## src/rtl/melody_sequencer_if.sv

```systemverilog
// Score-write bus and period-ROM port of melody_sequencer.
// master: register front end plus ROM; slave: the sequencer.
interface melody_sequencer_if #(
  parameter int SCORE_AW = 5
);
  logic                wr_en;
  logic [SCORE_AW-1:0] wr_addr;
  logic [15:0]         wr_data;
  logic [3:0]          rom_addr;
  logic [31:0]         rom_data;

  modport master (output wr_en, wr_addr, wr_data, rom_data, input rom_addr);
  modport slave  (input wr_en, wr_addr, wr_data, rom_data, output rom_addr);
endinterface

```

## src/rtl/melody_sequencer.sv

```systemverilog
// Plays {note, duration} score entries as a square-wave tone via the period ROM.
// Define MELODY_GAP_EN to insert GAP_TICKS of silence between consecutive notes.
module melody_sequencer #(
  parameter int SCORE_AW  = 5,
  parameter int TICK_DIV  = 50000,
  parameter int GAP_TICKS = 5
) (
  input  logic                clk,
  input  logic                reset_n,
  input  logic                start,
  input  logic                stop,
  input  logic                loop_en,
  melody_sequencer_if.slave   bus,
  output logic                tone_out,
  output logic                busy,
  output logic                done,
  output logic [SCORE_AW-1:0] cur_addr
);
  localparam int TICK_W = $clog2(TICK_DIV);
  localparam int GAP_W  = $clog2(GAP_TICKS + 1);
  // The tick counter is shared by note durations (12 bits) and the gap.
  localparam int CNT_W  = (GAP_W > 12) ? GAP_W : 12;

  typedef enum logic [2:0] {
    S_IDLE, S_FETCH, S_LOAD, S_PLAY
`ifdef MELODY_GAP_EN
    , S_GAP
`endif
  } state_e;

  logic [15:0] score_mem [2**SCORE_AW];

  // NOTE: storage arrays carry no reset; only the control state below needs one.
  always_ff @(posedge clk) begin
    if (bus.wr_en) score_mem[bus.wr_addr] <= bus.wr_data;
  end

  state_e              state_q, state_d;
  logic [SCORE_AW-1:0] cur_addr_q, cur_addr_d;
  logic [3:0]          note_q, note_d;
  logic [11:0]         dur_q, dur_d;
  logic [31:0]         period_q, period_d;
  logic                rest_q, rest_d;
  logic [31:0]         phase_q, phase_d;
  logic [TICK_W-1:0]   tick_q, tick_d;
  logic [CNT_W-1:0]    cnt_q, cnt_d;
  logic                tone_q, tone_d;
  logic                busy_q, busy_d;
  logic                done_q, done_d;

  logic        tick_wrap;
  logic [31:0] phase_nxt;
  logic        score_end;
  logic        advance;

  always_comb begin
    // NOTE: every signal gets a default first so no path leaves one unassigned (no latches).
    state_d    = state_q;
    cur_addr_d = cur_addr_q;
    note_d     = note_q;
    dur_d      = dur_q;
    period_d   = period_q;
    rest_d     = rest_q;
    phase_d    = phase_q;
    tick_d     = tick_q;
    cnt_d      = cnt_q;
    tone_d     = 1'b0;
    done_d     = 1'b0;
    score_end  = 1'b0;
    advance    = 1'b0;
    tick_wrap  = (tick_q == TICK_W'(TICK_DIV - 1));
    phase_nxt  = (phase_q == period_q - 32'd1) ? 32'd0 : phase_q + 32'd1;

    case (state_q)
      S_IDLE: begin
        if (start && !stop) begin
          state_d    = S_FETCH;
          cur_addr_d = '0;
        end
      end
      S_FETCH: begin
        note_d  = score_mem[cur_addr_q][15:12];
        dur_d   = score_mem[cur_addr_q][11:0];
        state_d = S_LOAD;
      end
      S_LOAD: begin
        period_d = bus.rom_data;
        rest_d   = (note_q == 4'd0) || (bus.rom_data < 32'd2);
        phase_d  = '0;
        tick_d   = '0;
        cnt_d    = '0;
        if (dur_q == 12'd0) begin
          score_end = 1'b1;
        end else begin
          state_d = S_PLAY;
          tone_d  = !rest_d;
        end
      end
      S_PLAY: begin
        tick_d  = tick_wrap ? '0 : tick_q + TICK_W'(1);
        cnt_d   = tick_wrap ? cnt_q + CNT_W'(1) : cnt_q;
        phase_d = phase_nxt;
        // Registered tone precomputes the phase of the following cycle.
        tone_d  = !rest_q && (phase_nxt < (period_q >> 1));
        if (tick_wrap && (cnt_q == CNT_W'(dur_q - 12'd1))) begin
          tone_d = 1'b0;
          if (cur_addr_q == '1) begin
            score_end = 1'b1;
          end else begin
`ifdef MELODY_GAP_EN
            state_d = S_GAP;
            tick_d  = '0;
            cnt_d   = '0;
`else
            advance = 1'b1;
`endif
          end
        end
      end
`ifdef MELODY_GAP_EN
      S_GAP: begin
        tick_d = tick_wrap ? '0 : tick_q + TICK_W'(1);
        cnt_d  = tick_wrap ? cnt_q + CNT_W'(1) : cnt_q;
        if (tick_wrap && (cnt_q == CNT_W'(GAP_TICKS - 1))) advance = 1'b1;
      end
`endif
      default: state_d = S_IDLE;
    endcase

    if (advance) begin
      cur_addr_d = cur_addr_q + SCORE_AW'(1);
      state_d    = S_FETCH;
    end
    if (score_end) begin
      if (loop_en) begin
        cur_addr_d = '0;
        state_d    = S_FETCH;
      end else begin
        done_d  = 1'b1;
        state_d = S_IDLE;
      end
    end
    // Stop wins over everything, including a same-cycle natural end.
    if (stop && (state_q != S_IDLE)) begin
      state_d = S_IDLE;
      tone_d  = 1'b0;
      done_d  = 1'b0;
    end
    busy_d = (state_d != S_IDLE);
  end

  // NOTE: sequential state uses non-blocking assignments so all flops update together.
  always_ff @(posedge clk or negedge reset_n) begin
    if (!reset_n) begin
      state_q    <= S_IDLE;
      cur_addr_q <= '0;
      note_q     <= '0;
      dur_q      <= '0;
      period_q   <= '0;
      rest_q     <= 1'b1;
      phase_q    <= '0;
      tick_q     <= '0;
      cnt_q      <= '0;
      tone_q     <= 1'b0;
      busy_q     <= 1'b0;
      done_q     <= 1'b0;
    end else begin
      state_q    <= state_d;
      cur_addr_q <= cur_addr_d;
      note_q     <= note_d;
      dur_q      <= dur_d;
      period_q   <= period_d;
      rest_q     <= rest_d;
      phase_q    <= phase_d;
      tick_q     <= tick_d;
      cnt_q      <= cnt_d;
      tone_q     <= tone_d;
      busy_q     <= busy_d;
      done_q     <= done_d;
    end
  end

  assign bus.rom_addr = note_q;
  assign tone_out     = tone_q;
  assign busy         = busy_q;
  assign done         = done_q;
  assign cur_addr     = cur_addr_q;
endmodule
```

## src/flat_wrapper.sv

```systemverilog
// flat-port wrapper written by rule: the top's interface ports become plain ports
module melody_sequencer_flat 
#(
  parameter int SCORE_AW  = 5,
  parameter int TICK_DIV  = 50000,
  parameter int GAP_TICKS = 5
)
  (clk, reset_n, start, stop, loop_en, tone_out, busy, done, cur_addr, bus_wr_en, bus_wr_addr, bus_wr_data, bus_rom_data, bus_rom_addr);
  melody_sequencer_if #(.SCORE_AW(SCORE_AW)) bus_i ();
  input  logic clk;
  input  logic reset_n;
  input  logic start;
  input  logic stop;
  input  logic loop_en;
  output logic tone_out;
  output logic busy;
  output logic done;
  output logic [SCORE_AW-1:0] cur_addr;
  input wire logic [$bits(bus_i.wr_en)-1:0] bus_wr_en;
  input wire logic [$bits(bus_i.wr_addr)-1:0] bus_wr_addr;
  input wire logic [$bits(bus_i.wr_data)-1:0] bus_wr_data;
  input wire logic [$bits(bus_i.rom_data)-1:0] bus_rom_data;
  output wire logic [$bits(bus_i.rom_addr)-1:0] bus_rom_addr;
  assign bus_i.wr_en = bus_wr_en;
  assign bus_i.wr_addr = bus_wr_addr;
  assign bus_i.wr_data = bus_wr_data;
  assign bus_i.rom_data = bus_rom_data;
  assign bus_rom_addr = bus_i.rom_addr;
  melody_sequencer #(.SCORE_AW(SCORE_AW), .TICK_DIV(TICK_DIV), .GAP_TICKS(GAP_TICKS)) u_core (.clk(clk), .reset_n(reset_n), .start(start), .stop(stop), .loop_en(loop_en), .bus(bus_i), .tone_out(tone_out), .busy(busy), .done(done), .cur_addr(cur_addr));
endmodule
```

## config.mk

```make
export PLATFORM = sky130hd
export DESIGN_NAME = melody_sequencer_flat
export DESIGN_NICKNAME = d
export VERILOG_FILES = /design/src/rtl/melody_sequencer_if.sv /design/src/rtl/melody_sequencer.sv /design/src/flat_wrapper.sv
export SDC_FILE = /design/constraint.sdc
export NUM_CORES = 1
export LEC_CHECK = 0
export ABC_CLOCK_PERIOD_IN_PS = 6700
export BUFFER_PORTS_ARGS = -buffer_cell sky130_fd_sc_hd__buf_2
export CAP_MARGIN = 0
export CORE_MARGIN = 2
export CORE_UTILIZATION = 40
export CTS_CLUSTER_SIZE = 10
export DETAILED_ROUTE_END_ITERATION = 8
export SLEW_MARGIN = 20
export SYNTH_ARGS = -nofsm -noshare
export SYNTH_HDL_FRONTEND = slang
export SYNTH_SLANG_ARGS = --single-unit
```

## constraint.sdc

```tcl
create_clock -name clk -period 6.7 [get_ports clk]
set_clock_uncertainty 0.05 [all_clocks]
set_input_delay 0.67 -clock clk [delete_from_list [all_inputs] [get_ports clk]]
set_output_delay 0.67 -clock clk [all_outputs]
set_load 0.005 [all_outputs]
```

# Word-level counts from Yosys, hierarchy flattened
# Memory sizes are Yosys's and may differ from the RTL's. A register that Yosys moved wholly into a read port is not among the register bits.
# Cells that the tools add are included.
[word_totals]
register_bits = 104
mem_bits_rw = 512
input_bits = 59
wordCells = 77
memories = 1
[classes]
add_sub_neg = 6
order_cmp = 2
n_eq_ne = 8
muxes = 34
n_reduce_logical = 16
[mem_list]
columns = ["name", "depth", "word_bits", "read_ports", "rd_clocked_by_memory_dff", "wr", "line_no", "rtl"]
rows = [
  ["u_core.score_mem", 32, 16, 1, 1, 1, "melody_sequencer.sv:31", "logic [15:0] score_mem [2**SCORE_AW];"],
]
[op_table]
columns = ["operator", "n"]
rows = [
  ["$pmux 32 s2", 1],
  ["$add 32x1->32 const B", 1],
  ["$eq 32x32->1", 1],
  ["$lt 32x2->1 const B", 1],
  ["$lt 32x31->1", 1],
  ["$mux 32", 1],
  ["$pmux 16 s2", 1],
  ["$sub 32x1->32 const B", 1],
  ["$mux 5", 5],
  ["$pmux 12 s2", 1],
  ["$add 16x1->16 const B", 1],
  ["$eq 16x16->1 const B", 1],
  ["$mux 16", 1],
  ["$mux 1", 15],
  ["$mux 3", 5],
  ["$add 12x1->12 const B", 1],
  ["$eq 12x12->1", 1],
  ["$logic_not 12->1", 1],
  ["$mux 12", 1],
  ["$pmux 3 s4", 1],
  ["$sub 12x1->12 const B", 1],
  ["$eq 3x2->1 const B", 2],
  ["$reduce_bool 3->1", 2],
  ["$add 5x1->5 const B", 1],
  ["11 further kinds", 18],
]

# Logic depth before layout (Yosys ltp)
# Gate-level depths: netlist of the first run.
[logic_depth]
ltp_word = 9
ltp_mapped = 19
mapped_depth_nobuf = 19

# Worst setup path before layout of the first run
# No wires, ideal clock.
[synth_timing]
path_kind = "register to register"
start = "register u_core.period_q[2]"
end = "register u_core.tone_q (netlist: u_core.tone_out)"
setup_time_ps = 111
arrival_ps = 4702
setup_slack_ps = 1836
stages_incl_launch_ff = 17
n_path_buf = 0
synth_period_minus_slack_ps = 4864
cell_sequence = "dfrtp_1 or3_1 xnor2_1 a2111oi_0 o2111ai_1 or4_1 or3_1 nor4_1 nor2_1 ha_1 a21o_1 a21o_1 a221oi_1 nand4b_1 o41ai_1 nand2_2 a2111oi_2"
[synth_between]
elab_chain_cells = 8
[synth_rtl]
columns = ["item", "line_no", "rtl"]
rows = [
  ["start: declaration", "melody_sequencer.sv:42", "logic [31:0] period_q, period_d;"],
  ["start signal: assignment", "melody_sequencer.sv:172", "period_q <= period_d;"],
  ["$sub 32x1->32", "melody_sequencer.sv:72", "phase_nxt = (phase_q == period_q - 32'd1) ? 32'd0 : phase_q + 32'd1;"],
  ["$eq 32x32->1", "melody_sequencer.sv:72", ""],
  ["$mux 32", "melody_sequencer.sv:72", ""],
  ["$lt 32x31->1 *", "melody_sequencer.sv:104", "tone_d = !rest_q && (phase_nxt < (period_q >> 1));"],
  ["$logic_and 1x1->1 *", "melody_sequencer.sv:104", ""],
  ["$mux 1 *", "melody_sequencer.sv:105", "if (tick_wrap && (cnt_q == CNT_W'(dur_q - 12'd1))) begin"],
  ["$pmux 1 s2 *", "melody_sequencer.sv:74", "case (state_q)"],
  ["$mux 1 *", "melody_sequencer.sv:144", "if (stop && (state_q != S_IDLE)) begin"],
  ["named net u_core.tone_d", "melody_sequencer.sv:47", "logic tone_q, tone_d;"],
  ["end signal: assignment", "melody_sequencer.sv:177", "tone_q <= tone_d;"],
  ["end: declaration", "melody_sequencer.sv:47", ""],
]
# Mark *: on every way through the listed nets, which the timed path passes. The rest lies on a longest branch.
# A chain may end at the register's enable or synchronous reset.

# Final worst setup path of the first run
[layout_timing]
start = "register u_core.period_q[14]"
end = "register u_core.tone_q (netlist: u_core.tone_out)"
# The elaborated chain is that of the path after synthesis.

==> impl_metrics.yaml, run 1 <==
logic_synthesis:
  synth.most_common_cell: "edfxtp_1"
  ys_ff_latch: 632
  synth_top_area_cell: "edfxtp_1"
  post_synth.cell_area_avg_um2: 15.59
  ys_seq_area_frac: 0.6573
  synth_warnings: 0
  synth_top_flop_cell: "edfxtp_1"
  yosysUniqueCellTypes: 77
  synth_area_leaders: "edfxtp_1 55%, mux4_2 13%, dfrtp_1 11%, nor2_1 2.3%, xnor2_1 1.8%"
  synth_edf_count: 512
  async_flop_share: 0.1899
  synth_top_area_share: 0.5499
  syn_inst: 1793
  syn_nets: 1890
  synth_commonest_cells: "512 x edfxtp_1, 171 x nor2_1, 160 x mux4_2"
  synth.cell_area_um2: 27960
cells_and_area:
  area_growth_pct: 13.85
  diodes: 0
  nets: 1985
  fillers: 6027
  layout-drive-gt1-share: 0.2256
global_routing:
  grtUsageMet2: 0.3078
  gr-total-overflow: 0
  antenna_found_initial: 5
  grt_pass1_wl_um: 100800
  met3_usage: 0.03922
  grt_util_met1: 0.2630
  grtUsageTotal: 0.1898
  grt_max_degree: 132
  grt.busiest_layer: "met2"
  grt_pass1_vias: 16135
timing:
  final.setup.tns_ns: 0
  worst_slack_ns: 0.9780
  setup_viol: 0
  rsz0062_at_grt: "no"
  maxSlewHeadroom: 0.1331
  fmax_mhz: 174.8
  maxSlewViolCount: 0
  fin_crit_sh: 0.8540
  period_minus_slack_ns: 5.722
  tightest_slew_ns: 1.300
  finalHoldViolCount: 0
placement:
  port_buffers: 70
  dp_hpwl_um: 41210
  gp_congestion: 0.8981
  preCtsSetupSlack_ns: 1.056
power:
  power.density_nw_per_um2: 281.8
  leakagePower_nw: 10.68
  peakVddDrop_mv: 0.2058
cts:
  numCtsBuffers: 76
  cts_hold_buf: 0
  clk_pin_slew_worst_paths_ns: 0.06
  cts_resized: 0
  htreeDepth: 3
  cts_tree: "yes"
  clock_sinks: 632
  clockBufferDepth: 3
  root_buffer: "clkbuf_16"
  cts_setup_buffers: 0
  insertion_delay_ns: 0.63
worst_hold_path:
  hold_class: "in -> async"
setup_path:
  worstSetupStartpointType: "flop"
  cp-end-kind: "flop"
  cp_max_fo: 12
  path_class: "reg -> reg"
  worstPathRequired_ns: 7.17
  crit_arrival_ns: 6.19
detailed_routing:
  vias_per_cell: 5.572
  antenna_left: 0
  dr.pass1.iters: 5
  drc: 0
  routedWlPerCell_um: 23.55
  postRouteWirelength_um: 67020
  route.vias.total: 15857
  drt_iter0_drc: 1681
flow_run:
  max_cap_viol_count: 0
floorplan:
  die_area_um2: 72030
  die_y_um: 268.4
  initial_core_util: 0.4055
  ios: 71
  chipWidth_um: 268.4
  coreArea_um2: 68950
  placementRows: 96
run_status:
  status: "completed"
-- cell families after synthesis --
group                    share of synthesized area
buffers and inverters                      0.02027
other                                    0.0001341
multiplexers                                0.1404
AND/OR/NAND/NOR                            0.08816
adder cells (fa/ha/maj)                    0.01700
flip-flops                                  0.6573
AO/OA/AOI/OAI                              0.04224
XOR/XNOR                                   0.03446
-- report_power, final --
| part | internal [mW] | switching (mW) | leakage (nW) | total, mW |
|---|---|---|---|---|
| registers | 4.38 | 0.155 | 6.15 | 4.54 |
| logic | 0.237 | 0.395 | 3.43 | 0.633 |
| clock network | 2.23 | 1.57 | 1.10 | 3.80 |
-- layout by cell type, fill, tap and decap left out, types with 4 or more instances in the layout --
master / Yosys / layout
o21ai_0: 73 / 73
buf_2: 5 / 69
mux2i_1: 30 / 30
o41ai_1: 5 / 5
and2_1: 9 / 9
inv_1: 41 / 41
or3b_2: 4 / 4
edfxtp_1: 512 / 512
o211ai_1: 5 / 5
o31ai_1: 7 / 7
or4_1: 8 / 8
buf_4: 2 / 45
nor2_2: 0 / 30
a21o_1: 10 / 10
nand2_1: 107 / 107
a22o_1: 5 / 5
nand3_1: 30 / 30
and3_1: 17 / 17
nor2b_1: 10 / 9
nor3_1: 28 / 28
nor4_1: 24 / 24
xor2_1: 52 / 52
xnor2_1: 58 / 58
clkbuf_16: 0 / 77
clkbuf_8: 0 / 6
mux4_2: 160 / 160
nand3b_1: 8 / 8
nor2_1: 171 / 139
nor3b_1: 5 / 4
dfrtp_1: 119 / 115
a21oi_1: 43 / 42
nand4_1: 27 / 27
nand2b_1: 6 / 5
clkbuf_1: 73 / 8
or3_1: 10 / 10
and4_1: 9 / 9
a31oi_1: 5 / 5
ha_1: 38 / 38
-- flip-flops by register name (all words and copies together) (netlist names), 3 cells and up --
name,count
u_core.bus.rom_addr,4
u_core.cnt_q,12
u_core.cur_addr,5
u_core.dur_q,12
u_core.period_q,32
u_core.phase_q,32
u_core.score_mem,512
u_core.state_q,3
u_core.tick_q,16
-- worst paths after layout --
path	startpoint	endpoint	slack (ns)	depth (start not counted)
min in group clk	bus_rom_data[9]	u_core.period_q[9]	0.21	3
worst min register to register	u_core.tick_q[10]	u_core.tick_q[10]	0.49	2
max in group asynchronous	reset_n	u_core.cur_addr[0]	5.05	2
worst min-delay path	reset_n	u_core.period_q[17]	0.003	1
worst max register to register	u_core.period_q[14]	u_core.tone_out	0.98	16
worst max-delay path	u_core.period_q[14]	u_core.tone_out	0.98	16
-- critical path, cell delays in order (launching register included) --
cell	delay (ns)
dfrtp_1	0.43
nor3_1	0.38
nand2_1	0.32
a2111oi_0	0.53
o2111ai_1	0.16
or4_1	0.67
or3_1	0.41
nor4_1	0.44
nor2_1	0.11
ha_1	0.31
a21o_1	0.16
a21o_1	0.17
a221oi_1	0.45
nand4b_1	0.16
o41ai_1	0.40
nand2_2	0.09
a2111oi_2	0.36
-- stage by stage --
| step | utilization | cells | hold WS (ns) | power, mW | area [um^2] |
|---|---|---|---|---|---|
| finish | 0.4617 | 2846 | 0.003006 | 8.970 | 31830 |
| global route | 0.4617 | 2846 | 0.04506 | 9.292 | 31830 |
| CTS | 0.4617 | 2846 | 0.02279 | 9.041 | 31830 |
| detailed placement | 0.4288 | 2741 | 0.4828 | 5.244 | 29570 |
| global placement | 0.4288 | 2741 | 0.4630 | 5.219 | 29560 |
| floorplan | - | 1793 | 0.3244 | 4.976 | 27960 |
-- layout make-up --
class	count	area, um^2	share of cell area
Clock inverter	14	225.2	0.007075
Sequential cell	632	18390	0.5776
Tap cell	931	1165	0.03659
Timing Repair Buffer	117	743.2	0.02335
Clock buffer	91	2039	0.06406
Multi-Input combinational cell	1020	9119	0.2864
Inverter	41	153.9	0.004834
-- routing by layer --
layer  part of all wire  up-vias
li1                   -     7119
met3              0.064       95
met4              0.020       10
met1               0.43     8156
met2               0.48      477
met5            0.00084        -
Power figures use the tool's default switching activity.
==> inputs of run 2 (changes only) <==
ABC_CLOCK_PERIOD_IN_PS = 5800   (was 6700)
SKIP_CTS_REPAIR_TIMING = 1   (was default)
clock period = 5.8 ns   (was 6.7 ns; I/O delays follow)
==> run 2 against run 1 <==
Net effect:
- combinational power increased by 16%
- global-route usage increased by 0.075 points
- setup slack got worse by 0.59 ns
- final cell count increased by 0.39%
- utilization increased by 0.10 points
- die area unchanged
- clock-buffer cell count increased by 6
==> impl_metrics.yaml, run 2 (synthesized netlist as in run 1, its figures left out) <==
run_status:
  status: "completed"
floorplan:
  initial_core_util: 0.4055
  ios: 71
  die_y_um: 268.4
  coreArea_um2: 68950
  chipWidth_um: 268.4
  placementRows: 96
  die_area_um2: 72030
cells_and_area:
  top_regs: "u_core.score_mem: 512 flops, u_core.period_q: 32 flops, u_core.phase_q: 32 flops"
  nets: 1989
  layout-drive-gt1-share: 0.2264
  area_growth_pct: 14.10
  diodes: 0
  largest_reg_flops: 512
  largest-register: "u_core.score_mem"
  final_cell_mix: "512 x edfxtp_1, 160 x mux4_2, 139 x nor2_1"
  layout_commonest_cell: "edfxtp_1"
detailed_routing:
  drc: 0
  postRouteWirelength_um: 67340
  routedWlPerCell_um: 23.57
  dr.pass1.iters: 7
  vias_per_cell: 5.563
  antenna_left: 0
  route.vias.total: 15894
  drt_iter0_drc: 1556
global_routing:
  grt_pass1_wl_um: 101500
  grt_max_degree: 78
  grtUsageTotal: 0.1905
  gr-total-overflow: 0
  antenna_found_initial: 6
  grt_pass1_vias: 16203
cts:
  numCtsBuffers: 77
  cts_tree: "yes"
  clock_sinks: 632
  clockBufferDepth: 3
  root_buffer: "clkbuf_16"
  insertion_delay_ns: 0.63
  clk_pin_slew_worst_paths_ns: 0.06
  htreeDepth: 3
timing:
  maxSlewHeadroom: 0.2656
  rsz0062_at_grt: "no"
  final.setup.tns_ns: 0
  setup_viol: 0
  finalHoldViolCount: 0
  fin_crit_sh: 0.9332
  maxSlewViolCount: 0
  fmax_mhz: 184.7
  period_minus_slack_ns: 5.413
  worst_hold_slack_ns: 0.01965
  tightest_slew_ns: 1.100
flow_run:
  max_cap_viol_count: 0
power:
  peakVddDrop_mv: 0.2397
  leakagePower_nw: 10.70
  power.density_nw_per_um2: 325.4
setup_path:
  crit_arrival_ns: 5.86
  crit_path_top_delay_cell: "or4_1"
  worstPathRequired_ns: 6.25
  cp-end-kind: "flop"
  crit_path_max_incr_delay_ns: 0.69
  cp_cell_sequence: "inv_1 -> ha_1 -> nor2b_2 -> a21oi_1 -> nor4b_1 -> o2111ai_1 -> or4_1 -> or3_1 -> nor4_1 -> nor2_1 -> ha_1 -> a21o_1 -> a21o_1 -> a221oi_2 -> nand4b_1 -> o41ai_1 -> nand2_2 -> a2111oi_2"
  worstSetupStartpointType: "flop"
  path_class: "reg -> reg"
  cp_max_fo: 6
worst_hold_path:
  hold_class: "in -> async"
placement:
  dp_hpwl_um: 42090
  port_buffers: 70
  gp_congestion: 0.8597
## run 2: final timing paths
| kind | start | end | slack [ns] | cells past startpoint |
|---|---|---|---|---|
| worst max register to register | u_core.period_q[1] | u_core.tone_out | 0.39 | 18 |
| max in group asynchronous | reset_n | u_core.cur_addr[1] | 4.30 | 2 |
| worst min-delay path | reset_n | u_core.period_q[17] | 0.02 | 1 |
| min in group clk | bus_rom_data[30] | u_core.period_q[30] | 0.15 | 3 |
| worst max-delay path | u_core.period_q[1] | u_core.tone_out | 0.39 | 18 |
| worst min register to register | u_core.tick_q[15] | u_core.tick_q[15] | 0.49 | 2 |
## run 2: cell type report
type                    instances  area, um^2
clock buffers                  97        2022
clock inverters                16       255.2
fillers                      6060       37040
inverters                      41       153.9
multi-input cells            1020        9128
flip-flops and latches        632       18390
well taps                     931        1165
repair buffers                120       790.8
## run 2: critical path, delay by kind of cell (launching register included)
kind	cells	cell delay, ns
AO/OA/AOI/OAI	7	1.65
adder cells (fa/ha/maj)	2	0.54
buffers and inverters	1	0.12
flip-flops	1	0.42
AND/OR/NAND/NOR	8	2.52
## run 2: through the flow
stage	std cells	cell area (um^2)	power, mW	utilization	setup slack [ns]
2_1_floorplan	1793	27960	5.748	-	0.9363
3_3_place_gp	2744	29610	6.037	0.4294	0.2415
3_5_place_dp	2744	29610	6.061	0.4295	0.2051
4_1_cts	2857	31890	10.48	0.4625	0.1731
5_1_grt	2857	31900	10.77	0.4627	0.01338
6_report	2857	31900	10.38	0.4627	0.3872
## run 2: power breakdown
| part | internal [mW] | switching (mW) |
|---|---|---|
| clock | 2.56 | 1.84 |
| sequential | 5.06 | 0.181 |
| combinational | 0.275 | 0.461 |
| total | 7.90 | 2.48 |
## run 2: layer usage
metal | vias to the layer above | wire (um) | GRT usage | part of all wire
li1 | 7140 | - | - | -
met1 | 8220 | 30150 | 0.2697 | 0.45
met2 | 439 | 32330 | 0.3057 | 0.48
met3 | 85 | 3792 | 0.03427 | 0.056
met4 | 10 | 1025 | 0.04910 | 0.015
met5 | - | 48 | 0 | 0.00071
==> inputs of run 3 (changes only) <==
ABC_CLOCK_PERIOD_IN_PS = 4800   (was 5800)
HOLD_SLACK_MARGIN = 0.08   (was default)
clock period = 4.8 ns   (was 5.8 ns; I/O delays follow)
==> run 3 against run 2 <==
Net effect:
- the run now ends with negative setup slack left
- non-clock buffer count grew 92
- critical path depth grew 3
- worst hold slack gained 0.046 ns
- clock power grew 20%
- utilization grew 1.1 points
- combinational power grew 51%
- first-iteration DRC count grew 6.6%
- via count grew 2.4%
- clock-buffer cell count shrank 1
- register-to-register slack lost 0.58 ns
- wire length grew 3.0%
- critical endpoint unchanged
- highest routed layer unchanged
==> impl_metrics.yaml, run 3 (synthesized netlist as in run 1, its figures left out) <==
timing:
  maxSlewViolCount: 0
  worst_slack_ns: -0.1936
  tightest_slew_ns: 0.9187
  finalHoldViolCount: 0
  period_minus_slack_ns: 4.994
  fin_crit_sh: 1.040
  setup_viol: 1
  maxSlewHeadroom: 0.3868
  rsz0062_at_grt: "yes"
  worst_hold_slack_ns: 0.06569
  fmax_mhz: 200.3
placement:
  dp_cells: 2816
  dp_hpwl_um: 43050
  port_buffers: 70
  gp_congestion: 0.8510
floorplan:
  initial_core_util: 0.4055
  die_y_um: 268.4
  ios: 71
  coreArea_um2: 68950
  placementRows: 96
  chipWidth_um: 268.4
  die_area_um2: 72030
power:
  p_total_mw: 12.65
  power.density_nw_per_um2: 386.9
  peakVddDrop_mv: 0.2433
  leakagePower_nw: 11.15
cells_and_area:
  largest_reg_flops: 512
  area_growth_pct: 16.93
  layout-drive-gt1-share: 0.2545
  largest-register: "u_core.score_mem"
  diodes: 0
  top_regs: "u_core.score_mem: 512 flops, u_core.period_q: 32 flops, u_core.phase_q: 32 flops"
  postLayoutCoreUtil: 0.4742
  nets: 2080
  layout.cells.non_filler: 2947
  layout_commonest_cell: "edfxtp_1"
  final_cell_mix: "512 x edfxtp_1, 160 x mux4_2, 138 x nor2_1"
setup_path:
  worstSetupStartpointType: "flop"
  cp-end-kind: "flop"
  reg2reg_slack_ns: -0.19
  worstPathRequired_ns: 5.25
  cp_max_fo: 4
  path_class: "reg -> reg"
  crit_arrival_ns: 5.44
cts:
  clockBufferDepth: 3
  cts_tree: "yes"
  htreeDepth: 3
  root_buffer: "clkbuf_16"
  numCtsBuffers: 76
  clock_sinks: 632
  insertion_delay_ns: 0.62
  clk_pin_slew_worst_paths_ns: 0.06
global_routing:
  grtUsageMet2: 0.3148
  grt_max_degree: 78
  grtUsageTotal: 0.1963
  antenna_found_initial: 7
  grt_util_met1: 0.2721
  grt_pass1_wl_um: 104500
  grt_pass1_vias: 16721
  gr-total-overflow: 0
  met3_usage: 0.04133
  grt.busiest_layer: "met2"
run_status:
  violations: "negative setup slack"
  status: "finished with violations"
detailed_routing:
  drc: 0
  drt_iter0_drc: 1658
  postRouteWirelength_um: 69360
  vias_per_cell: 5.525
  route.vias.total: 16282
  dr.pass1.iters: 5
  routedWlPerCell_um: 23.54
  antenna_left: 0
worst_hold_path:
  hold_class: "in -> reg"
flow_run:
  max_cap_viol_count: 0
-- run 3: cell types whose count changed in the layout (fill, tap and decap cells not counted), moves of 2 or more --
cell / change
buf_4: +70
clkinv_16: -2
dlygate4sd3_1: +20
inv_6: +2
nor2_2: -7
nor2_4: +8
-- run 3: critical path: stages (launching register included) --
cell,delay [ns]
dfrtp_1,0.41
inv_2,0.06
ha_1,0.19
nor2b_2,0.19
buf_4,0.14
and4_1,0.21
buf_4,0.14
nor2_1,0.09
o2111ai_1,0.14
or4_4,0.54
or3_4,0.41
nor4_4,0.17
nor2_1,0.08
ha_1,0.29
a21o_1,0.17
a21o_1,0.18
a221oi_2,0.25
buf_4,0.18
nand4b_1,0.10
o41ai_2,0.35
nand2_2,0.13
a2111oi_4,0.40
-- run 3: where the power goes --
group / switching [mW] / leakage, nW / internal, mW / total, mW
Clock: 2.17 / 1.08 / 3.09 / 5.26
Sequential: 0.166 / 6.15 / 6.12 / 6.28
Combinational: 0.654 / 3.93 / 0.455 / 1.11
-- run 3: through the flow --
stage / worst slack, ns / cell area (um^2) / setup TNS (ns)
after detailed placement: -0.4238 / 30200 / -0.4238
after CTS: -0.4877 / 32410 / -0.4877
final: -0.1936 / 32700 / -0.1936
after global placement: -0.3193 / 30170 / -0.3193
after floorplan: 0.02023 / 27970 / 0
after global routing: -0.4022 / 32700 / -0.4022
-- run 3: cell type report --
class / instances / area [um^2]
flip-flops and latches: 632 / 18390
clock buffers: 96 / 1997
inverters: 41 / 153.9
multi-input cells: 1020 / 9229
fillers: 5981 / 36250
clock inverters: 15 / 214.0
well taps: 931 / 1165
repair buffers: 212 / 1548
-- run 3: metal layers --
layer	wire, um	vias up	share of wire
li1	-	7325	-
met1	30180	8335	0.44
met2	33110	506	0.48
met3	4598	102	0.066
met4	1406	14	0.020
met5	68	-	0.00098
-- run 3: path summary, 6_finish.rpt --
kind	start	to	depth (start not counted)
setup / recovery	u_core.period_q[1]	u_core.tone_out	21
hold reg to reg	u_core.rest_q	u_core.rest_q	1
hold / removal	bus_rom_data[5]	u_core.period_q[5]	3
max in group asynchronous	reset_n	u_core.phase_q[8]	3
min in group asynchronous	reset_n	u_core.period_q[18]	2
setup reg to reg	u_core.period_q[1]	u_core.tone_out	21
